`src/rtl/rgb_colour_sequencer.sv`:
```
// Six-colour RGB sequencer: button-edge or dwell-timer advance, registered colour/rgb/step outputs.
// Feeds the doorbell chime/light mux with a 24-bit {R,G,B} word.
module rgb_colour_sequencer #(
    parameter  int DWELL_TICKS = 50,
    localparam int CW          = $clog2(DWELL_TICKS)
) (
    input  logic        clk,
    input  logic        rst_n,
    input  logic        button,
    input  logic        auto_en,
    input  logic        hold,
    output logic [2:0]  colour,
    output logic [23:0] rgb,
    output logic        step
);

    localparam logic [CW-1:0] CNT_LAST = CW'(DWELL_TICKS - 1);
    localparam logic [2:0]    COL_RST  = 3'b001;

    logic          s1_r;
    logic          s2_r;
    logic          s3_r;
    logic [2:0]    vld_r;
    logic [CW-1:0] cnt_r;
    logic [CW-1:0] cnt_nxt_s;
    logic [2:0]    colour_r;
    logic [2:0]    colour_nxt_s;
    logic [23:0]   rgb_r;
    logic          step_r;
    logic          step_nxt_s;
    logic          btn_req_s;
    logic          tmr_req_s;
    logic          adv_s;

    function automatic logic [2:0] next_colour(input logic [2:0] c);
        case (c)
            3'b001:  return 3'b010;
            3'b010:  return 3'b011;
            3'b011:  return 3'b100;
            3'b100:  return 3'b101;
            3'b101:  return 3'b110;
            3'b110:  return 3'b001;
            default: return 3'b001;
        endcase
    endfunction

    function automatic logic [23:0] colour_rgb(input logic [2:0] c);
        case (c)
            3'b001:  return 24'h0000FF;
            3'b010:  return 24'h00FF00;
            3'b011:  return 24'h00FFFF;
            3'b100:  return 24'hFF0000;
            3'b101:  return 24'hFF00FF;
            3'b110:  return 24'hFFFF00;
            default: return 24'h0000FF;
        endcase
    endfunction

    // Button synchroniser, edge-delay flop and sample-validity shift
    always_ff @(posedge clk or negedge rst_n) begin
        if (!rst_n) begin
            s1_r  <= 1'b0;
            s2_r  <= 1'b0;
            s3_r  <= 1'b0;
            vld_r <= 3'b000;
        end else begin
            s1_r  <= button;
            s2_r  <= s1_r;
            s3_r  <= s2_r;
            vld_r <= {vld_r[1:0], 1'b1};
        end
    end

    // Advance requests; an edge is only believed once s3 holds a real post-reset sample,
    // so a button already held at release never fires.
    always_comb begin
        btn_req_s = s2_r & ~s3_r & vld_r[2];
        tmr_req_s = auto_en & (cnt_r == CNT_LAST);
        adv_s     = (btn_req_s | tmr_req_s) & ~hold;
    end

    // Dwell counter next value
    always_comb begin
        cnt_nxt_s = cnt_r;
        if (!auto_en) begin
            cnt_nxt_s = '0;
        end else if (hold) begin
            cnt_nxt_s = cnt_r;
        end else if (adv_s) begin
            cnt_nxt_s = '0;
        end else begin
            cnt_nxt_s = cnt_r + CW'(1);
        end
    end

    // Colour next state; illegal codes recover to blue ahead of hold and advance
    always_comb begin
        colour_nxt_s = colour_r;
        step_nxt_s   = 1'b0;
        if ((colour_r == 3'b000) || (colour_r == 3'b111)) begin
            colour_nxt_s = COL_RST;
            step_nxt_s   = 1'b0;
        end else if (adv_s) begin
            colour_nxt_s = next_colour(colour_r);
            step_nxt_s   = 1'b1;
        end else begin
            colour_nxt_s = colour_r;
            step_nxt_s   = 1'b0;
        end
    end

    // State and output registers; rgb is derived from the next colour so both update together
    always_ff @(posedge clk or negedge rst_n) begin
        if (!rst_n) begin
            cnt_r    <= '0;
            colour_r <= COL_RST;
            rgb_r    <= 24'h0000FF;
            step_r   <= 1'b0;
        end else begin
            cnt_r    <= cnt_nxt_s;
            colour_r <= colour_nxt_s;
            rgb_r    <= colour_rgb(colour_nxt_s);
            step_r   <= step_nxt_s;
        end
    end

    assign colour = colour_r;
    assign rgb    = rgb_r;
    assign step   = step_r;

endmodule
```
`config.mk`:
```
export PLATFORM = sky130hd
export DESIGN_NAME = rgb_colour_sequencer
export DESIGN_NICKNAME = d
export VERILOG_FILES = /design/src/rtl/rgb_colour_sequencer.sv
export SDC_FILE = /design/constraint.sdc
export NUM_CORES = 1
export LEC_CHECK = 0
export CAP_MARGIN = 20
export CORE_ASPECT_RATIO = 1.25
export CORE_MARGIN = 3
export CORE_UTILIZATION = 25
export DETAILED_ROUTE_END_ITERATION = 12
export GPL_ROUTABILITY_DRIVEN = 0
export PLACE_DENSITY = 0.5
export SYNTH_ARGS = -nofsm -noshare
export SYNTH_HDL_FRONTEND = slang
export SYNTH_SLANG_ARGS = --single-unit
```
`constraint.sdc`:
```
create_clock -name clk -period 3 [get_ports clk]
set_input_delay 0.45 -clock clk [delete_from_list [all_inputs] [get_ports clk]]
set_output_delay 0.45 -clock clk [all_outputs]
set_load 0.005 [all_outputs]
```
==> results of run 1 <==
## cell families (layout without fill, tap and decap cells)
| kind of cell | after synthesis | count (layout) | synth area share |
|---|---|---|---|
| simple gates | 32 | 32 | 0.155 |
| buf+inv | 30 | 42 | 0.173 |
| compound gates | 23 | 23 | 0.160 |
| flops | 19 | 19 | 0.416 |
| xor+xnor | 5 | 5 | 0.0381 |
| fa+ha+maj | 3 | 3 | 0.0327 |
| mux | 2 | 2 | 0.0218 |
| other cells | 1 | 1 | 0.00326 |
## layer usage
metal,up-vias,routed length [um]
li1,398,-
met1,404,898
met3,2,163
met4,0,14
met5,-,0
met2,29,1010
## power groups by stage
stage,Combinational [mW],Sequential [mW],Clock (mW)
finish,0.376,0.348,0.180
floorplan,0.270,0.330,0
global placement,0.377,0.352,0
CTS,0.379,0.349,0.185
global route,0.417,0.360,0.191
detailed placement,0.378,0.354,0
## cell type report
type	instances	area share
multi-input cells	66	0.335
clock inverters	1	0.00355
inverters	6	0.0160
flip-flops and latches	19	0.339
clock buffers	3	0.0293
repair buffers	32	0.227
well taps	56	0.0497
## cell usage after synthesis, types with 3 or more instances
master                    instances  area share
sky130_fd_sc_hd__buf_4           21        0.14
sky130_fd_sc_hd__dfrtp_1         17        0.37
sky130_fd_sc_hd__nor2_1           9       0.029
sky130_fd_sc_hd__nand2_1          7       0.023
sky130_fd_sc_hd__inv_1            6       0.020
sky130_fd_sc_hd__o21ai_0          6       0.026
sky130_fd_sc_hd__a21oi_1          5       0.022
sky130_fd_sc_hd__ha_1             3       0.033
sky130_fd_sc_hd__nand3_1          3       0.013
sky130_fd_sc_hd__xnor2_1          3       0.023
## sequential cells by signal, indices dropped and copies added (netlist names)
signal and count:
s2_r 1, step 1, rgb 3, s3_r 1, colour 3, vld_r 3, s1_r 1, cnt_r 6
## worst max-delay path by stage
stage / startpoint / endpoint / depth (start not counted)
after floorplan: colour[1] / rgb[7] / 6
after global placement: hold / rgb[15] / 5
after detailed placement: hold / colour[1] / 5
after CTS: colour[0] / colour[0] / 1
after global routing: colour[0] / colour[0] / 1
final: colour[0] / colour[0] / 1
## cell usage in the layout (no fill, tap or decap), types with 2 or more instances in the layout
cell type and instances:
sky130_fd_sc_hd__dfstp_2 2, sky130_fd_sc_hd__ha_1 3, sky130_fd_sc_hd__o211ai_1 2, sky130_fd_sc_hd__xnor2_1 3, sky130_fd_sc_hd__o31ai_1 2, sky130_fd_sc_hd__nand4_1 2, sky130_fd_sc_hd__nor2_1 9, sky130_fd_sc_hd__and2_1 2
sky130_fd_sc_hd__xor2_1 2, sky130_fd_sc_hd__clkbuf_8 3, sky130_fd_sc_hd__o21ai_0 6, sky130_fd_sc_hd__clkdlybuf4s50_1 32, sky130_fd_sc_hd__a21oi_1 5, sky130_fd_sc_hd__nand2_1 7, sky130_fd_sc_hd__nor3_1 2, sky130_fd_sc_hd__dfrtp_1 17
sky130_fd_sc_hd__o211a_1 2, sky130_fd_sc_hd__inv_1 6, sky130_fd_sc_hd__nand3_1 3
==> metrics, run 1 <==
hold_buf cts=0; clock input transition at the sequential cells of the worst setup and hold paths=0.07 ns; worst flop-to-flop path startpoint=colour[1]; layout cells sized above 1=0.0787; number of warning messages in the yosys log=0; portion of total power attributed to the clock network=0.199; total grt overflow=0; clock tree from TritonCTS=built; Final Max Tran Viols=0; switching share of power=0.321; overall power after layout=0.903 mW; result of the run=finished clean; count of routing violations after the opening detailed-route iteration=30; total internal power=0.613 mW; post-CTS sizing=0; proportion of synthesized chip area in sequential cells=0.416; DP Cell Count=179; cell type group with the largest total delay on the critical path=flip-flops; total of flip-flops plus latches after synthesis=19; clock tree root driver cell=sky130_fd_sc_hd__clkbuf_8; beginning of the worst hold path=s1_r; DRC violation count after routing=0; CP max stage delay=0.68 ns; filler cell count in the final layout=427; combinational share of power=0.416; Die W=66.6 um; worst r2r path cells=5; TritonCTS Sinks=19; Final Setup Violations=0; post-synthesis instance area=1150 um^2; setup repair after global routing missed its margin=false; most frequently used flop master after synthesis=sky130_fd_sc_hd__dfrtp_1; vias per cell=4.55; FF+latch area=478 um^2; minimum setup slack in the final design=1.05 ns; standard cell area after detailed placement=1360 um^2; GRT Overall Usage=0.0812; Inserted Diodes=0; I/O Buffers=32; buffering stage count on the worst path with inverters included=1; routed vias=833; Final Hold Viols=0; final worst path period share=0.649; achievable clock frequency=0.514 GHz; DP Worst Slack=0.860 ns; # Post-CTS Setup Buffers=0; Least-Margin Pin Slew=0.844 ns; capturing element type of the critical path=primary output; skew final=0.000755 ns; die height=81.8 um; DRT Pass-1 Iters=4; maximum clock insertion buffer count=2; reg-to-reg slack, setup=1.32 ns; DPL Wire Length=1.56 mm; Leakage Power=0.587 nW; DRT antenna net count=0; final net count=136; total clock buffers created by CTS=3; utilization after layout=0.331; Max-Slew Margin vs Limit=0.435; Worst Hold Depth=0; Critical Path Source Type=register; minimum clock period=1.95 ns; kind of critical path=reg2out; final hold slack=0.353 ns; number of core rows=26; worst supply voltage drop on vdd=0.234 mV; total core area=4260 um^2; antenna violations before repair=0; CTS H-Tree Depth=1; final design instance area without fill=1410 um^2; proportion of register bits with asynchronous set or reset after synthesis=1.00; WL final=2.09 mm; Avg WL per Cell=11.4 um; average cell area after synthesis=9.99 um^2; Die Outline Area=5450 um^2; endpoint arrival time on the critical path=1.50 ns; net switching power=0.290 mW; max-capacitance violation count=0; GR Util met3=0.0192; routing usage on met1=0.104; Pwr per Cell Area=641 nW/um^2; global-route wire length before repair=3.48 mm; non-filler instance count after layout=183; Post-synth EDFFs=0; area of combinational cells with multiple inputs=472 um^2; Critical-path top delay cell=sky130_fd_sc_hd__dfstp_2; area grow syn2layout=22.7%; met2 Usage GRT=0.132; terminating pin of the worst hold path=s2_r; clock latency of the later-clocked register in the worst-skew pair=0.25 ns; largest net degree at the start of global routing=20; num ports=33; part of the total power dissipated in sequential elements=0.385; min-delay worst type=reg2reg; Starting Density=0.270; crit path cell chain=clkdlybuf4s50_1; count of cell types in the netlist=36; data required time of the critical path=2.55 ns; Net Count, Synth=123; capturing point of the worst reg2reg path=rgb[7]; number of instances in the synthesized netlist=115; number of global-route vias before repair=768; busiest layer in global routing=met2; total negative slack=0 ns; Worst Path Max Fanout=16
(Power assumes the default switching activity.)
==> run 2: changes to the inputs <==
==> constraint.sdc (replaced) <==
create_clock -name clk -period 1.95 [get_ports clk]
set_input_delay 0.2925 -clock clk [delete_from_list [all_inputs] [get_ports clk]]
set_output_delay 0.2925 -clock clk [all_outputs]
set_load 0.005 [all_outputs]
==> metrics, run 2 (synthesis gave the netlist of run 1 again) <==
Final Setup Violations=0 (unchanged); final worst path period share=0.917; CTS H-Tree Depth=1 (unchanged); maximum clock insertion buffer count=2 (unchanged); terminating pin of the worst hold path=vld_r[1] (was s2_r); Avg WL per Cell=11.4 um (about the same); global-route wire length before repair=3.82 mm (was 3.48 mm); final net count=142 (was 136); data required time of the critical path=1.66 ns (was 2.55 ns); kind of critical path=reg2out (unchanged); non-filler instance count after layout=189 (was 183); number of global-route vias before repair=835 (was 768); max-capacitance violation count=0 (unchanged); Worst Path Max Fanout=16 (unchanged); DP Cell Count=185 (was 179); num ports=33 (unchanged); reg-to-reg slack, setup=0.25 ns (was 1.32 ns); most common cell after layout, fill and taps aside=sky130_fd_sc_hd__clkdlybuf4s50_1 (unchanged); Worst Hold Depth=0 (unchanged); DRT antenna net count=0 (unchanged); routed vias=861 (was 833); critical path depth=1 (unchanged); area grow syn2layout=26.6% (was 22.7%); GRT Overall Usage=0.0902 (was 0.0812); total negative slack=0 ns (unchanged); FF+latch area=478 um^2 (unchanged); clock tree from TritonCTS=built (unchanged); DRT Pass-1 Iters=4 (unchanged); register ranked first by flip-flop count=cnt_r (unchanged); hold_buf cts=0 (unchanged); WL final=2.15 mm (was 2.09 mm); DRC violation count after routing=0 (unchanged); achievable clock frequency=0.559 GHz; count of routing violations after the opening detailed-route iteration=35 (was 30); Largest register FFs=6 (unchanged); Die Outline Area=5450 um^2 (unchanged); Critical Path Source Type=register (unchanged); total clock buffers created by CTS=3 (unchanged); post-CTS sizing=0 (unchanged); Die W=66.6 um (unchanged); TritonCTS Sinks=19 (unchanged); filler cell count in the final layout=421 (was 427); vias per cell=4.56 (was 4.55); crit path cell chain=clkdlybuf4s50_1 (unchanged); Starting Density=0.270 (unchanged); skew final=0.00605 ns (was 0.000755 ns); minimum clock period=1.79 ns; capturing element type of the critical path=primary output (unchanged); Critical-path top delay cell=sky130_fd_sc_hd__dfstp_2 (unchanged); I/O Buffers=32 (unchanged); antenna violations before repair=0 (unchanged); buffering stage count on the worst path with inverters included=1 (unchanged); layout cells sized above 1=0.120 (was 0.0787); Inserted Diodes=0 (unchanged); number of core rows=26 (unchanged); min-delay worst type=reg2reg (unchanged); endpoint arrival time on the critical path=1.50 ns (about the same); worst r2r path cells=6 (was 5); Final Max Tran Viols=0 (unchanged); cell type group with the largest total delay on the critical path=flip-flops (unchanged); total grt overflow=0 (unchanged); total core area=4260 um^2 (unchanged); DPL Wire Length=1.69 mm (was 1.56 mm); capturing point of the worst reg2reg path=rgb[15] (was rgb[7]); CP max stage delay=0.68 ns (about the same); beginning of the worst hold path=vld_r[0] (was s1_r); largest net degree at the start of global routing=17 (was 20); # Post-CTS Setup Buffers=0 (unchanged); clock latency of the later-clocked register in the worst-skew pair=0.25 ns (about the same); worst supply voltage drop on vdd=0.303 mV (was 0.234 mV); worst flop-to-flop path startpoint=cnt_r[1] (was colour[1]); area of combinational cells with multiple inputs=472 um^2 (unchanged); result of the run=finished clean (unchanged); Leakage Power=0.616 nW (was 0.587 nW); die height=81.8 um (unchanged); Final Hold Viols=0 (unchanged); clock tree root driver cell=sky130_fd_sc_hd__clkbuf_8 (unchanged); clock input transition at the sequential cells of the worst setup and hold paths=0.07 ns (about the same); setup repair after global routing missed its margin=false (unchanged); Pwr per Cell Area=967 nW/um^2 (was 641 nW/um^2); highest-count cells in the layout ignoring fill and taps=32 x sky130_fd_sc_hd__clkdlybuf4s50_1, 17 x sky130_fd_sc_hd__dfrtp_1, 9 x sky130_fd_sc_hd__nor2_1, 7 x sky130_fd_sc_hd__nand2_1 (unchanged)
==> run 2: cell types whose count changed in the layout (fill, tap and decap cells not counted), sizes merged <==
cell,before,now
buf,0,6
==> run 2: where the power goes <==
part	total [mW]	switching (mW)	internal, mW
clock network	0.267	0.126	0.142
registers	0.509	0.0629	0.446
logic	0.629	0.254	0.375
total	1.41	0.442	0.963
==> run 2: area by class of cell <==
class,count,area share
Clock buffer,3,0.0284
Clock inverter,1,0.00344
Inverter,6,0.0155
Multi-Input combinational cell,66,0.324
Sequential cell,19,0.329
Tap cell,56,0.0482
Timing Repair Buffer,38,0.251
==> run 2: layer usage <==
layer,global-route usage,vias up,part of all wire
li1,-,411,-
met1,0.105,411,0.40
met2,0.159,37,0.51
met3,0.0192,2,0.081
met4,0.0366,0,0.0065
met5,0,-,0
==> run 2: per-stage QoR <==
step | hold WS [ns] | setup slack (ns) | utilization | cell area, um^2 | power [mW]
floorplan | -0.00309 | 0.323 | - | 1150 | 0.923
global placement | 0.334 | 0.0960 | 0.330 | 1410 | 1.14
detailed placement | 0.338 | 0.0752 | 0.330 | 1410 | 1.15
CTS | 0.356 | 0.150 | 0.341 | 1450 | 1.43
global route | 0.367 | 0.0957 | 0.341 | 1450 | 1.53
finish | 0.352 | 0.162 | 0.341 | 1450 | 1.41
==> run 2: worst max path at each step <==
stage	from	end	slack (ns)
after floorplan	colour[1]	rgb[7]	0.32
after global placement	auto_en	rgb[15]	0.1
after detailed placement	auto_en	rgb[15]	0.08
after CTS	colour[0]	colour[0]	0.15
after global routing	colour[0]	colour[0]	0.1
final	colour[0]	colour[0]	0.16
==> run 3: changes to the inputs <==
--- a/config.mk
+++ b/config.mk
@@ -6,12 +6,14 @@
 export NUM_CORES = 1
 export LEC_CHECK = 0
 export CAP_MARGIN = 20
+export CELL_PAD_IN_SITES_DETAIL_PLACEMENT = 0
+export CELL_PAD_IN_SITES_GLOBAL_PLACEMENT = 1
 export CORE_ASPECT_RATIO = 1.25
 export CORE_MARGIN = 3
 export CORE_UTILIZATION = 25
 export DETAILED_ROUTE_END_ITERATION = 12
 export GPL_ROUTABILITY_DRIVEN = 0
-export PLACE_DENSITY = 0.5
+export PLACE_DENSITY = 0.62
 export SYNTH_ARGS = -nofsm -noshare
 export SYNTH_HDL_FRONTEND = slang
 export SYNTH_SLANG_ARGS = --single-unit
==> metrics, run 3 (synthesis gave the netlist of run 1 again) <==
# Post-CTS Setup Buffers=0 (unchanged); register ranked first by flip-flop count=cnt_r (unchanged); Worst Path Max Fanout=6 (was 16); largest net degree at the start of global routing=12 (was 17); area grow syn2layout=27.2% (was 26.6%); Final Setup Violations=0 (unchanged); Die W=66.6 um (unchanged); clock tree from TritonCTS=built (unchanged); filler cell count in the final layout=427 (was 421); most common cell after layout, fill and taps aside=sky130_fd_sc_hd__clkdlybuf4s50_1 (unchanged); Inserted Diodes=0 (unchanged); total core area=4260 um^2 (unchanged); achievable clock frequency=0.598 GHz (was 0.559 GHz); routed vias=857 (was 861); Largest register FFs=6 (unchanged); DRT antenna net count=0 (unchanged); die height=81.8 um (unchanged); non-filler instance count after layout=190 (was 189); capturing element type of the critical path=register (was primary output); maximum clock insertion buffer count=2 (unchanged); final hold slack=0.326 ns (was 0.352 ns); Pwr per Cell Area=963 nW/um^2 (was 967 nW/um^2); CTS H-Tree Depth=1 (unchanged); layout cells sized above 1=0.127 (was 0.120); number of global-route vias before repair=821 (was 835); Starting Density=0.270 (unchanged); total grt overflow=0 (unchanged); setup repair after global routing missed its margin=false (unchanged); min-delay worst type=in2async (was reg2reg); DRC violation count after routing=0 (unchanged); DPL Wire Length=1.68 mm (was 1.69 mm); total negative slack=0 ns (unchanged); kind of critical path=reg2reg (was reg2out); Leakage Power=0.620 nW (was 0.616 nW); result of the run=finished clean (unchanged); clock tree root driver cell=sky130_fd_sc_hd__clkbuf_8 (unchanged); num ports=33 (unchanged); Avg WL per Cell=11.0 um (was 11.4 um); clock input transition at the sequential cells of the worst setup and hold paths=0.07 ns (about the same); skew final=0.00155 ns (was 0.00605 ns); highest-count cells in the layout ignoring fill and taps=32 x sky130_fd_sc_hd__clkdlybuf4s50_1, 17 x sky130_fd_sc_hd__dfrtp_1, 9 x sky130_fd_sc_hd__nor2_1, 7 x sky130_fd_sc_hd__nand2_1, 7 x sky130_fd_sc_hd__buf_4 (was 32 x sky130_fd_sc_hd__clkdlybuf4s50_1, 17 x sky130_fd_sc_hd__dfrtp_1, 9 x sky130_fd_sc_hd__nor2_1, 7 x sky130_fd_sc_hd__nand2_1); global-route wire length before repair=3.64 mm (was 3.82 mm); total clock buffers created by CTS=3 (unchanged); count of routing violations after the opening detailed-route iteration=19 (was 35); final worst path period share=0.857 (was 0.917); TritonCTS Sinks=19 (unchanged); WL final=2.09 mm (was 2.15 mm); number of core rows=26 (unchanged); Final Hold Viols=0 (unchanged); Die Outline Area=5450 um^2 (unchanged); clock latency of the later-clocked register in the worst-skew pair=0.25 ns (about the same); DRT Pass-1 Iters=4 (unchanged); GRT Overall Usage=0.0876 (was 0.0902); max-capacitance violation count=0 (unchanged); vias per cell=4.51 (was 4.56); Critical Path Source Type=register (unchanged); antenna violations before repair=0 (unchanged); hold_buf cts=0 (unchanged); Final Max Tran Viols=0 (unchanged); final net count=143 (was 142); DP Cell Count=186 (was 185); worst supply voltage drop on vdd=0.386 mV (was 0.303 mV); endpoint arrival time on the critical path=1.84 ns (was 1.50 ns); minimum clock period=1.67 ns (was 1.79 ns); I/O Buffers=32 (unchanged); data required time of the critical path=2.12 ns (was 1.66 ns); post-CTS sizing=0 (unchanged)
[run 3: routing by layer]
metal / GRT usage / wire length, um
met5: 0 / 0
met4: 0.0467 / 44
met3: 0.0178 / 146
met2: 0.150 / 992
met1: 0.102 / 908
[run 3: report_power, final]
part           internal [mW]  leakage, nW  switching (mW)
Combinational          0.380        0.356           0.259
Clock                  0.142       0.0255           0.125
Sequential             0.446        0.239          0.0560
Total                  0.967        0.620           0.440
[run 3: critical path, cell delays in order (launching register included)]
cell,delay (ns)
sky130_fd_sc_hd__dfrtp_1,0.41
sky130_fd_sc_hd__inv_1,0.07
sky130_fd_sc_hd__ha_1,0.18
sky130_fd_sc_hd__nand4b_4,0.13
sky130_fd_sc_hd__o41a_4,0.41
sky130_fd_sc_hd__mux2_4,0.31
sky130_fd_sc_hd__o21ai_0,0.07
[run 3: layout make-up]
class                      instances  area [um^2]  area share
clock buffer                       3         41.3      0.0283
clock inverter                     1         5.00     0.00342
inverter                           6         22.5      0.0154
multi-input combinational         66          472       0.323
sequential                        19          478       0.327
tap                               56         70.1      0.0479
timing repair buffer              39          373       0.255
[run 3: metrics by stage]
step	cell area [um^2]	total power, mW	setup WS (ns)	utilization
after floorplan	1150	0.923	0.323	-
after global placement	1420	1.15	0.0888	0.332
after detailed placement	1420	1.15	0.0933	0.332
after CTS	1460	1.43	0.267	0.343
after global routing	1460	1.54	0.157	0.343
final	1460	1.41	0.278	0.343
[run 3: final timing paths]
| check | to | slack, ns | startpoint | cells after the start |
|---|---|---|---|---|
| min reg2reg | s2_r | 0.35 | s1_r | 0 |
| max | colour[1] | 0.28 | cnt_r[1] | 6 |
| min in group clk | s2_r | 0.35 | s1_r | 0 |
| max reg2reg | colour[1] | 0.28 | cnt_r[1] | 6 |
| max in group asynchronous | rgb[22] | 1.12 | rst_n | 2 |
| min | cnt_r[4] | 0.33 | rst_n | 1 |
